===== config.mk =====
export PLATFORM = sky130hd
export DESIGN_NAME = resonator_ddc_axis_stall_monitor_flat
export DESIGN_NICKNAME = d
export VERILOG_FILES = /design/src/rtl/resonator_ddc_axis_stall_monitor_if.sv /design/src/rtl/resonator_ddc_axis_stall_monitor.sv /design/src/flat_wrapper.sv
export SDC_FILE = /design/constraint.sdc
export NUM_CORES = 1
export LEC_CHECK = 0
export CAP_MARGIN = 20
export CORE_UTILIZATION = 66
export DETAILED_ROUTE_END_ITERATION = 16
export MAX_ROUTING_LAYER = met4
export PLACE_DENSITY = 0.86
export SYNTH_ARGS = -nofsm -noshare
export SYNTH_HDL_FRONTEND = slang
export SYNTH_SLANG_ARGS = --single-unit

===== constraint.sdc =====
create_clock -name clock -period 15.3 [get_ports clock]
set_clock_uncertainty 0.2 [all_clocks]
set_input_delay 2.295 -clock clock [delete_from_list [all_inputs] [get_ports clock]]
set_output_delay 2.295 -clock clock [all_outputs]
set_load 0.01 [all_outputs]

===== src/rtl/resonator_ddc_axis_stall_monitor_if.sv =====
// resonator_ddc_axis_stall_monitor_if: per-channel block inputs and stall status outputs of the stall monitor.
// Optional sticky/first-event ports exist only when STALL_STICKY_EN is defined.
interface resonator_ddc_axis_stall_monitor_if #(
  parameter int NUM_CH = 4,
  parameter int CNT_W  = 16
);
  localparam int CH_W = NUM_CH > 1 ? $clog2(NUM_CH) : 1;
  logic [NUM_CH-1:0]   axis_block_sigs;
  logic [CNT_W-1:0]    threshold;
  logic [2*NUM_CH-1:0] axis_block_info;
  logic                block;
  logic [CNT_W-1:0]    stall_cnt_max;
`ifdef STALL_STICKY_EN
  logic                clear;
  logic [NUM_CH-1:0]   sticky_mask;
  logic                first_valid;
  logic [CH_W-1:0]     first_ch;
  modport master (
    output axis_block_sigs, threshold, clear,
    input  axis_block_info, block, stall_cnt_max, sticky_mask, first_valid, first_ch
  );
  modport slave (
    input  axis_block_sigs, threshold, clear,
    output axis_block_info, block, stall_cnt_max, sticky_mask, first_valid, first_ch
  );
`else
  modport master (
    output axis_block_sigs, threshold,
    input  axis_block_info, block, stall_cnt_max
  );
  modport slave (
    input  axis_block_sigs, threshold,
    output axis_block_info, block, stall_cnt_max
  );
`endif
endinterface


===== src/rtl/resonator_ddc_axis_stall_monitor.sv =====
// resonator_ddc_axis_stall_monitor: flags AXIS channels blocked for more than threshold consecutive cycles.
// Define STALL_STICKY_EN to add sticky stall mask and first-stalled-channel capture.
module resonator_ddc_axis_stall_monitor #(
  parameter int NUM_CH = 4,
  parameter int CNT_W  = 16
) (
  input  logic clock,
  input  logic reset,
  resonator_ddc_axis_stall_monitor_if.slave mon
);
  localparam int CH_W = NUM_CH > 1 ? $clog2(NUM_CH) : 1;
  logic [NUM_CH-1:0][CNT_W-1:0] cnt_q, cnt_d, inc;
  logic [NUM_CH-1:0]            stalled_q, stalled_d;
  logic [2*NUM_CH-1:0]          info_q, info_d;
  logic [CNT_W-1:0]             max_q, max_d;
  always_comb begin
    inc       = '0;
    cnt_d     = '0;
    stalled_d = '0;
    info_d    = '0;
    max_d     = '0;
    for (int i = 0; i < NUM_CH; i++) begin
      inc[i]         = &cnt_q[i] ? cnt_q[i] : cnt_q[i] + 1'b1;
      cnt_d[i]       = mon.axis_block_sigs[i] ? inc[i] : '0;
      stalled_d[i]   = mon.axis_block_sigs[i] && (inc[i] > mon.threshold);
      info_d[2*i+:2] = stalled_d[i] ? ((i % 2) != 0 ? 2'b01 : 2'b10) : 2'b00;
      max_d          = cnt_q[i] > max_d ? cnt_q[i] : max_d;
    end
  end
  always_ff @(posedge clock) begin
    if (reset) begin
      cnt_q     <= '0;
      stalled_q <= '0;
      info_q    <= '0;
      max_q     <= '0;
    end else begin
      cnt_q     <= cnt_d;
      stalled_q <= stalled_d;
      info_q    <= info_d;
      max_q     <= max_d;
    end
  end
  assign mon.axis_block_info = info_q;
  assign mon.block           = |stalled_q;
  assign mon.stall_cnt_max   = max_q;
`ifdef STALL_STICKY_EN
  logic [NUM_CH-1:0] sticky_mask_q, sticky_mask_d;
  logic              first_valid_q, first_valid_d;
  logic [CH_W-1:0]   first_ch_q, first_ch_d, low_ch;
  // A flag arriving with clear wins, so it becomes the new first event.
  always_comb begin
    low_ch = '0;
    for (int i = NUM_CH - 1; i >= 0; i--) low_ch = stalled_d[i] ? CH_W'(i) : low_ch;
    sticky_mask_d = (mon.clear ? '0 : sticky_mask_q) | stalled_d;
    first_valid_d = (mon.clear ? 1'b0 : first_valid_q) | (|stalled_d);
    first_ch_d    = ((|stalled_d) && (mon.clear || !first_valid_q)) ? low_ch : first_ch_q;
  end
  always_ff @(posedge clock) begin
    if (reset) begin
      sticky_mask_q <= '0;
      first_valid_q <= 1'b0;
      first_ch_q    <= '0;
    end else begin
      sticky_mask_q <= sticky_mask_d;
      first_valid_q <= first_valid_d;
      first_ch_q    <= first_ch_d;
    end
  end
  assign mon.sticky_mask = sticky_mask_q;
  assign mon.first_valid = first_valid_q;
  assign mon.first_ch    = first_ch_q;
`endif
endmodule


===== src/flat_wrapper.sv =====
// flat-port wrapper written by rule: the top's interface ports become plain ports
module resonator_ddc_axis_stall_monitor_flat 
#(
  parameter int NUM_CH = 4,
  parameter int CNT_W  = 16
)
  (clock, reset, mon_axis_block_sigs, mon_threshold, mon_axis_block_info, mon_block, mon_stall_cnt_max);
  resonator_ddc_axis_stall_monitor_if #(.NUM_CH(NUM_CH), .CNT_W(CNT_W)) mon_i ();
  input  logic clock;
  input  logic reset;
  input wire logic [$bits(mon_i.axis_block_sigs)-1:0] mon_axis_block_sigs;
  input wire logic [$bits(mon_i.threshold)-1:0] mon_threshold;
  output wire logic [$bits(mon_i.axis_block_info)-1:0] mon_axis_block_info;
  output wire logic [$bits(mon_i.block)-1:0] mon_block;
  output wire logic [$bits(mon_i.stall_cnt_max)-1:0] mon_stall_cnt_max;
  assign mon_i.axis_block_sigs = mon_axis_block_sigs;
  assign mon_i.threshold = mon_threshold;
  assign mon_axis_block_info = mon_i.axis_block_info;
  assign mon_block = mon_i.block;
  assign mon_stall_cnt_max = mon_i.stall_cnt_max;
  resonator_ddc_axis_stall_monitor #(.NUM_CH(NUM_CH), .CNT_W(CNT_W)) u_core (.clock(clock), .reset(reset), .mon(mon_i));
endmodule

**Yosys cells after proc, flatten, opt, wreduce, memory -nomap -nowiden**

Index checks and enable logic that the tools add are counted.

- Flip-flop bits (word level): 92
- Input port bits: 22
- Output and inout bits: 25
- Logic and storage cells: 48

- Add/subtract/negate cells: 4
- Magnitude comparators: 8
- Muxes and demuxes: 12
- Bitwise logic cells: 4
- Reductions and logical operators: 13

Operators with widths:

| kind | number |
|---|---|
| $mux 16 | 8 |
| $gt 16x16->1 | 7 |
| $add 16x1->16 const B | 4 |
| $reduce_and 16->1 | 4 |
| $gt 16x1->1 const B | 1 |
| $reduce_or 2->1 | 4 |
| $logic_and 1x1->1 | 4 |
| $mux 2 | 2 |
| $not 1->1 | 4 |
| $reduce_or 4->1 | 1 |
| $mux 1 | 2 |

**Depth between registers and ports, before layout**

Gate-level depths: netlist (run 1).

- Depth after elaboration: 8
- Gate-level depth with buffers: 34
- Depth with buffers taken out: 30

**Least setup slack after synthesis (run 1)**

Ideal clock, no wire load.

- Path kind: register to register
- Start point: register u_core.cnt_q[0] in the netlist's numbering
- End point: register u_core.max_q[0], in the netlist u_core.mon.stall_cnt_max[0]
- Setup time: 95 ps
- Data arrival time: 5,999 ps
- Required time: 15,005 ps
- Setup slack: 9,006 ps
- Stages on the path, launching flop included: 33
- Buffers on the path: 4
- Period minus slack after synthesis: 6,294 ps
- Path through: dfxtp_1 -> inv_1 -> ha_1 -> nor4b_1 -> nand4_1 -> nand2_1 -> ha_1 -> a21oi_1 -> o21ai_0 -> a211o_1 -> nand2_2 -> buf_4 -> mux2i_1 -> ha_1 -> a211oi_1 -> o21ai_0 -> a211oi_1 -> o211ai_1 -> a32oi_1 -> o21a_1 -> buf_2 -> clkbuf_1 -> nand3_1 -> o21ai_1 -> ha_1 -> nand4_1 -> nor2_1 -> a2111oi_0 -> o21ai_0 -> o221a_2 -> clkbuf_1 -> a2111o_1 -> o311ai_1

- Word-level cells in the longest chain between the ends: 8

Ends and longest elaborated chain:

| element | RTL line | RTL |
|---|---|---|
| start, declared | resonator_ddc_axis_stall_monitor.sv:12 | `logic [NUM_CH-1:0][CNT_W-1:0] cnt_q, cnt_d, inc;` |
| start signal, assigned | resonator_ddc_axis_stall_monitor.sv:37 | `cnt_q <= cnt_d;` |
| $gt 16x1->1 | resonator_ddc_axis_stall_monitor.sv:27 | `max_d = cnt_q[i] > max_d ? cnt_q[i] : max_d;` |
| $mux 16 (*) | resonator_ddc_axis_stall_monitor.sv:27 |  |
| $gt 16x16->1 | resonator_ddc_axis_stall_monitor.sv:27 |  |
| $mux 16 (*) | resonator_ddc_axis_stall_monitor.sv:27 |  |
| $gt 16x16->1 | resonator_ddc_axis_stall_monitor.sv:27 |  |
| $mux 16 (*) | resonator_ddc_axis_stall_monitor.sv:27 |  |
| $gt 16x16->1 | resonator_ddc_axis_stall_monitor.sv:27 |  |
| $mux 16 (*) | resonator_ddc_axis_stall_monitor.sv:27 |  |
| end signal, assigned | resonator_ddc_axis_stall_monitor.sv:40 | `max_q <= max_d;` |
| end, declared | resonator_ddc_axis_stall_monitor.sv:15 | `logic [CNT_W-1:0] max_q, max_d;` |

Every way passes the cells marked *; elsewhere a longest branch is shown, timed or not.
A chain may end at the register's enable or synchronous reset.

**Worst setup path after layout (run 1)**

- Start point: register u_core.cnt_q[0] in the netlist's numbering
- End point: register u_core.max_q[13], in the netlist u_core.mon.stall_cnt_max[13]

Same word-level chain as after synthesis.

==> results of run 1 <==
## power groups by stage
stage | clock [W] | combinational, W | sequential [W]
5_1_grt | 0.000172 | 0.0000901 | 0.000222
3_5_place_dp | 0 | 0.0000799 | 0.000227
3_3_place_gp | 0 | 0.0000768 | 0.000227
6_report | 0.000163 | 0.0000818 | 0.000222
4_1_cts | 0.000161 | 0.0000801 | 0.000222
2_1_floorplan | 0 | 0.0000580 | 0.000226
## flip-flops by register name, indices dropped and copies added (netlist names)
register                    flops
u_core.cnt_q                   64
u_core.mon.stall_cnt_max       16
u_core.mon.axis_block_info      4
## routing by layer
metal / part of all wire, % / vias up / wire (um) / GRT usage [%]
met2: 43 / 381 / 9250 / 59.8
met1: 41 / 3185 / 8820 / 51.8
li1: - / 3192 / - / -
met4: 4.5 / 0 / 953 / 19.6
met5: 0 / - / 0 / -
met3: 11 / 72 / 2250 / 8.47
## tightest hold or removal path, delay by kind of cell (launching register included)
family | cells | cell delay (ns)
flip-flops | 1 | 0.35
XOR/XNOR | 1 | 0.16
AND/OR/NAND/NOR | 1 | 0.10
## cell families after synthesis
group           after synthesis  share of synthesized area, %
simple gates                336                          26.5
compound gates              180                          16.2
flops                        84                          23.6
fa+ha+maj                   116                          20.4
xor+xnor                     45                          5.54
other cells                   1                        0.0527
buf+inv                      81                          4.68
mux                          20                          2.97
## worst paths after layout
check,from,endpoint,slack [ns]
worst min register to register,u_core.cnt_q[16]$_SDFF_PP0_,u_core.cnt_q[16]$_SDFF_PP0_,0.44
worst max-delay path,u_core.cnt_q[0]$_SDFF_PP0_,u_core.mon.stall_cnt_max[13]$_SDFF_PP0_,7.14
worst min-delay path,u_core.cnt_q[16]$_SDFF_PP0_,u_core.cnt_q[16]$_SDFF_PP0_,0.44
worst max register to register,u_core.cnt_q[0]$_SDFF_PP0_,u_core.mon.stall_cnt_max[13]$_SDFF_PP0_,7.14
## layout make-up
| cell class | instances | area share [%] |
|---|---|---|
| Clock inverter | 5 | 0.677 |
| Inverter | 49 | 2.37 |
| Timing Repair Buffer | 43 | 5.52 |
| Clock buffer | 11 | 1.69 |
| Multi-Input combinational cell | 701 | 65.9 |
| Sequential cell | 84 | 21.7 |
| Tap cell | 136 | 2.19 |
## Yosys cell counts (all sizes together) (7+ instances only)
cell    count  area (um^2)
mux2i      14          140
nand3      49          245
nor2b      49          307
nor4        7         58.8
nand4      35          225
xnor2      37          324
and3       11         68.8
inv        49          184
o21ai      54          270
a211oi      8         65.1
nand3b     12         90.1
or3        24          150
a21oi      39          195
and3b      10         87.6
o21a       23          173
nand2      53          206
ha        116         1450
a21o       15          113
o211ai     16          120
buf        11         70.1
nor3        9         45.0
dfxtp      84         1680
clkbuf     21         78.8
xor2        8         70.1
nor2       45          169
nor3b      14          105
## through the flow
step / cell area [um^2] / hold slack [ns] / utilization [%] / std cells / worst slack [ns]
2_1_floorplan: 7120 / 0.319 / - / 866 / 9.01
3_3_place_gp: 7570 / 0.399 / 73.0 / 1013 / 7.69
3_5_place_dp: 7570 / 0.404 / 73.0 / 1013 / 7.43
4_1_cts: 7760 / 0.422 / 74.8 / 1029 / 7.36
5_1_grt: 7760 / 0.443 / 74.8 / 1029 / 6.55
6_report: 7760 / 0.438 / 74.8 / 1029 / 7.14
==> impl_metrics.ini, run 1 <==
[run_status]
status = finished, final reports clean

[synth]
synth_cell_types = 58
yosys_register_bits = 84
async_flop_share_pct = 0
avgSynthCellArea_um2 = 8.24
synth_edf_count = 0
postSynthCellCount = 863
yosysWarnings = 0
yosysSeqAreaShare_pct = 23.6
synth_area_um2 = 7110
synth_flop_cell = dfxtp_1

[sta]
tns_ns = 0
drv_slew = 0
rsz0062_at_grt = false
setup_viol = 0
relSlewSlack_pct = 30.2
fmax_mhz = 123
fin_crit_ns = 8.16
finalHoldViolations = 0
finalCritPeriodShare_pct = 53.3
worst_pin_slew_ns = 1.02

[critical_path]
crit_path_start_kind = flop
critPathBufInv = 2
worst_path_largest_cell_delay_ns = 0.77
path_class = flop to flop
cp.required_ns = 15.40
critPathTopFamily = compound AO/OA/AOI/OAI gates
endpoint_kind = flop
worst_path_most_repeated_cell = ha_1
crit_path_max_fanout = 41
worst-path-stages = 29
cp_slowest_cell = nor2_1
rr_worst_depth = 29
arrival_ns = 8.26

[floorplanning]
ios = 47
die_area_um2 = 11200
dieHeight_um = 106
start_util_pct = 68.6
core_area_um2 = 10400
num_rows = 37
die_x_um = 106

[clock_tree]
root_buffer = clkbuf_8
clock_latency_ns = 0.39
postCtsResizedCells = 0
numClockSinks = 84
clk_path_buf_depth = 2
postCtsHoldBufs = 0
post_cts_buffers = 0
clkSlewWorstSetupHoldPaths_ns = 0.10
cts_tree = done
htreeDepth = 3
cts_buffers = 9

[placed_design]
place_congestion = 1.00
dpl.hpwl_mm = 16.8
portBuffers = 42

[pwr]
switchingPower_w = 0.000141
p_leak_nw = 3.43
p_per_area_nw_per_um2 = 60.1
power_w = 0.000466
peakVddDrop_v = 0.0000614
p_int_w = 0.000326
power_frac_comb_pct = 17.5
p_clk_share_pct = 34.9
netSwitchingFraction_pct = 30.2
pwr-share-seq_pct = 47.6

[finish]
drive_above_1_share_pct = 3.36
multi_input_area_um2 = 5110
fin_nets = 1026
fillerInstances = 809
final_common_cell = ha_1
register_area_um2 = 1680
antenna_cells = 0
synthToLayoutAreaGrowth_pct = 9.06
final_cell_mix = ha_1 (116), dfxtp_1 (84), nand2_1 (50)

[min_path]
hold_class = flop to flop
min_path_cells = 2

[global_routing]
grt_pass1_wl_mm = 33.5
grt_overflow = 0
grt_antenna_before_repair = 0
grt_start_max_net_pins = 60
grt_pass1_vias = 6535
grtUsageTotal_pct = 40.2

[route]
ant_nets = 0
drt_iter0_markers = 627
drc = 0
wl_per_cell_um = 20.7
vias = 6830
routed_wirelength_mm = 21.3
dr.pass1.iters = 5
drt-vias-per-instance = 6.64

[job]
drv_cap = 0
Note: power is estimated with default switching activity, not from simulation.
==> run 2: changes to the inputs <==
CORE_UTILIZATION = 61   (was 66)
PLACE_DENSITY = 0.8   (was 0.86)
clock period = 7.7 ns   (was 15.3 ns; I/O delays follow)
==> impl_metrics.ini, run 2 (synthesis gave the netlist of run 1 again) <==
[critical_path]
cp.required_ns = 7.78
crit_start = u_core.cnt_q[0]$_SDFF_PP0_
path_class = flop to flop
r2r_start = u_core.cnt_q[0]$_SDFF_PP0_
crit_path_start_kind = flop
endpoint_kind = flop
rrSetupSlack_ns = 0.55
worst_path_largest_cell_delay_ns = 0.51
crit_end = u_core.mon.stall_cnt_max[5]$_SDFF_PP0_
rr_worst_depth = 28
crit_path_max_fanout = 30
worst_path_most_repeated_cell = o21ai_0
arrival_ns = 7.23
reg2reg_to = u_core.mon.stall_cnt_max[5]$_SDFF_PP0_
cp_slowest_cell = mux2i_1

[route]
drt-vias-per-instance = 6.53
drt_iter0_markers = 598
vias = 6825
routed_wirelength_mm = 21.9
dr.pass1.iters = 8
drc = 0
wl_per_cell_um = 20.9
ant_nets = 0

[finish]
largest_reg_flops = 64
final_common_cell = ha_1
drive_above_1_share_pct = 4.77
synthToLayoutAreaGrowth_pct = 11.9
antenna_cells = 0
regMostFlops = u_core.cnt_q
fin_area_um2 = 7960
fin_util_pct = 70.0
fillerInstances = 933
fin_nets = 1035
final_cell_mix = ha_1 (116), dfxtp_1 (84), nand2_1 (50)

[clock_tree]
post_cts_buffers = 0
cts_tree = done
postCtsResizedCells = 0
clk_path_buf_depth = 2
numClockSinks = 84
postCtsHoldBufs = 0
clkSlewWorstSetupHoldPaths_ns = 0.07
clock_latency_ns = 0.35
cts_buffers = 9
root_buffer = clkbuf_16
htreeDepth = 3

[global_routing]
grt_pass1_vias = 6317
grt_antenna_before_repair = 0
grt_pass1_wl_mm = 32.8
grt_overflow = 0
grtUsageTotal_pct = 38.1
grt_start_max_net_pins = 60

[pwr]
p_per_area_nw_per_um2 = 133
p_clk_share_pct = 42.2
netSwitchingFraction_pct = 28.6
peakVddDrop_v = 0.0000929
power_frac_comb_pct = 16.0
switchingPower_w = 0.000301
power_w = 0.00106
pwr-share-seq_pct = 41.8
p_int_w = 0.000754
p_leak_nw = 3.55

[sta]
relSlewSlack_pct = 55.7
finalHoldViolations = 0
setup_slack_ns = 0.546
rsz0062_at_grt = false
tns_ns = 0
fin_crit_ns = 7.15
fmax_mhz = 140
drv_slew = 0
setup_viol = 0
worst_pin_slew_ns = 0.665
finalCritPeriodShare_pct = 92.9

[floorplanning]
ios = 47
start_util_pct = 62.6
num_rows = 39
die_x_um = 110
dieHeight_um = 110
core_area_um2 = 11400
die_area_um2 = 12100

[run_status]
status = finished, final reports clean

[job]
drv_cap = 0

[placed_design]
portBuffers = 42
place_ws_ns = 0.470
place_area_um2 = 7650
dpl.hpwl_mm = 17.0
place_congestion = 0.970

[min_path]
hold_class = flop to flop
## run 2: changes by cell type in the layout (fill, tap and decap cells not counted), sizes merged
cell,delta
clkinv,+1
inv,+1
clkbuf,-2
buf,+9
## run 2: power groups by stage
stage | registers (W) | clock network [W] | logic [W]
after floorplan | 0.000450 | 0 | 0.000115
after global placement | 0.000450 | 0 | 0.000158
after detailed placement | 0.000451 | 0 | 0.000163
after CTS | 0.000441 | 0.000448 | 0.000164
after global routing | 0.000441 | 0.000464 | 0.000185
final | 0.000441 | 0.000445 | 0.000169
## run 2: final cells by class
type / count / area (um^2) / share of cell area (%)
timing repair buffer: 52 / 495 / 6.23
clock buffer: 9 / 225 / 2.83
tap: 143 / 179 / 2.25
multi-input combinational: 701 / 5130 / 64.4
sequential: 84 / 1680 / 21.1
clock inverter: 7 / 66.3 / 0.833
inverter: 49 / 184 / 2.31
## run 2: through the flow
step / hold slack [ns] / std cells
finish: 0.417 / 1045
detailed placement: 0.406 / 1029
global placement: 0.386 / 1029
CTS: 0.419 / 1045
global route: 0.455 / 1045
floorplan: 0.319 / 866
## run 2: layer usage
layer | share of wire (%) | wire, um | up-vias | global-route usage [%]
met2 | 44 | 9580 | 322 | 55.2
met3 | 8.7 | 1890 | 73 | 7.94
met4 | 4.0 | 881 | 0 | 20.5
met5 | 0 | 0 | - | -
met1 | 44 | 9540 | 3220 | 49.4
li1 | - | - | 3210 | -
## run 2: how the worst min path moves through the flow
stage / startpoint / end / slack [ns] / cells past startpoint
after detailed placement: u_core.cnt_q[52]$_SDFF_PP0_ / u_core.mon.stall_cnt_max[4]$_SDFF_PP0_ / 0.41 / 2
after floorplan: u_core.cnt_q[49]$_SDFF_PP0_ / u_core.mon.stall_cnt_max[1]$_SDFF_PP0_ / 0.32 / 2
final: u_core.cnt_q[52]$_SDFF_PP0_ / u_core.mon.stall_cnt_max[4]$_SDFF_PP0_ / 0.42 / 2
after CTS: u_core.cnt_q[49]$_SDFF_PP0_ / u_core.mon.stall_cnt_max[1]$_SDFF_PP0_ / 0.42 / 2
after global routing: u_core.cnt_q[52]$_SDFF_PP0_ / u_core.mon.stall_cnt_max[4]$_SDFF_PP0_ / 0.46 / 2
after global placement: u_core.cnt_q[49]$_SDFF_PP0_ / u_core.mon.stall_cnt_max[1]$_SDFF_PP0_ / 0.39 / 2
## run 2: critical path: cells and delay by family (launching register included)
kind	cells	cell delay (ns)
compound gates	15	3.24
simple gates	6	1.37
fa+ha+maj	4	1.08
mux	1	0.51
flops	1	0.34
buf+inv	2	0.32
==> run 3: changes to the inputs <==
CORE_UTILIZATION = 62   (was 61)
CTS_BUF_LIST = sky130_fd_sc_hd__clkbuf_4   (was default)
PLACE_DENSITY = 0.81   (was 0.8)
==> impl_metrics.ini, run 3 (synthesis gave the netlist of run 1 again) <==
[route]
drt_iter0_markers = 634
routed_wirelength_mm = 21.5
dr.pass1.iters = 5
met2_length_mm = 9.40
drc = 0
vias = 6796
drt-vias-per-instance = 6.53
top_layer = met4
wl_per_cell_um = 20.7
ant_nets = 0
met3WireLength_mm = 2.04
drt-met1-wl_mm = 9.42

[pwr]
power_frac_comb_pct = 19.2
power_w = 0.000885
peakVddDrop_v = 0.0000853
p_int_w = 0.000601
netSwitchingFraction_pct = 32.0
p_per_area_nw_per_um2 = 114
switchingPower_w = 0.000283
p_clk_share_pct = 30.9
pwr-share-seq_pct = 49.9
p_leak_nw = 3.44

[finish]
fillerInstances = 938
fin_cells = 1041
largest_reg_flops = 64
drive_above_1_share_pct = 4.56
final_cell_mix = ha_1 (116), dfxtp_1 (84), nand2_1 (50)
fin_area_um2 = 7790
synthToLayoutAreaGrowth_pct = 9.50
fin_nets = 1033
regMostFlops = u_core.cnt_q
final_common_cell = ha_1

[placed_design]
place_area_um2 = 7630
place_ws_ns = 0.465
dpl.hpwl_mm = 16.8
portBuffers = 42
dp.cells = 1024
place_congestion = 0.958

[critical_path]
endpoint_kind = flop
cp_slowest_cell = mux2i_1
crit_start = u_core.cnt_q[0]$_SDFF_PP0_
worst_path_largest_cell_delay_ns = 0.53
crit_path_start_kind = flop
arrival_ns = 7.41
path_class = flop to flop
crit_path_max_fanout = 28
r2r_start = u_core.cnt_q[0]$_SDFF_PP0_
worst_path_most_repeated_cell = o21ai_0
cp.required_ns = 7.88

[floorplanning]
core_area_um2 = 11000
start_util_pct = 64.5
die_area_um2 = 11900
num_rows = 38
die_x_um = 109
ios = 47
dieHeight_um = 109

[sta]
setup_slack_ns = 0.466
finalHoldViolations = 0
fin_crit_ns = 7.23
fmax_mhz = 138
finalCritPeriodShare_pct = 93.9
relSlewSlack_pct = 56.0
worst_pin_slew_ns = 0.641
drv_slew = 0
setup_viol = 0

[global_routing]
grt_overflow = 0
grt_pass1_wl_mm = 33.8
grtUsageTotal_pct = 39.0
grt_start_max_net_pins = 60
grt_pass1_vias = 6406
grt_antenna_before_repair = 1

[clock_tree]
clock_latency_ns = 0.48
clk_path_buf_depth = 2
cts_tree = done
numClockSinks = 84
post_cts_buffers = 0
postCtsResizedCells = 0
cts_buffers = 9
root_buffer = clkbuf_4
htreeDepth = 3
clkSlewWorstSetupHoldPaths_ns = 0.16
postCtsHoldBufs = 0

[min_path]
hold_start = u_core.cnt_q[60]$_SDFF_PP0_
hold_class = flop to flop

[job]
drv_cap = 0

[run_status]
status = finished, final reports clean
## run 3: routing by layer
| metal | track usage [%] | vias to the layer above |
|---|---|---|
| met5 | - | - |
| met4 | 16.8 | 0 |
| met1 | 53.0 | 3199 |
| met2 | 57.1 | 333 |
| met3 | 5.56 | 53 |
| li1 | - | 3211 |
## run 3: path summary, 6_finish.rpt
| path | to | slack [ns] | depth (start not counted) |
|---|---|---|---|
| min reg2reg | u_core.mon.stall_cnt_max[12]$_SDFF_PP0_ | 0.41 | 2 |
| min | u_core.mon.stall_cnt_max[12]$_SDFF_PP0_ | 0.41 | 2 |
| max reg2reg | u_core.mon.stall_cnt_max[0]$_SDFF_PP0_ | 0.47 | 29 |
| max | u_core.mon.stall_cnt_max[0]$_SDFF_PP0_ | 0.47 | 29 |
## run 3: power by group through the flow
stage | sequential, W | combinational (W) | clock (W)
after floorplan | 0.000450 | 0.000115 | 0
after global placement | 0.000450 | 0.000159 | 0
after detailed placement | 0.000451 | 0.000165 | 0
after CTS | 0.000441 | 0.000165 | 0.000273
after global routing | 0.000442 | 0.000187 | 0.000287
final | 0.000441 | 0.000170 | 0.000273
## run 3: cell type report
class,instances,area (um^2),share of cell area [%]
sequential,84,1680,21.6
multi-input combinational,701,5130,65.9
antenna,1,2.50,0.0321
clock inverter,7,67.6,0.867
timing repair buffer,50,480,6.17
clock buffer,9,67.6,0.867
tap,140,175,2.25
inverter,49,184,2.36
## run 3: worst max-delay path: cells and delay by family, from the launching register on
family	cells	cell delay [ns]
flops	1	0.37
mux	1	0.53
compound gates	16	3.49
simple gates	5	0.94
fa+ha+maj	4	1.06
buf+inv	3	0.52
## run 3: metrics by stage
stage	setup TNS, ns	hold slack [ns]	utilization, %
3_5_place_dp	0	0.380	69.2
6_report	0	0.414	70.6
5_1_grt	-0.0180	0.442	70.6
3_3_place_gp	0	0.368	69.2
4_1_cts	0	0.400	70.4
2_1_floorplan	0	0.319	-
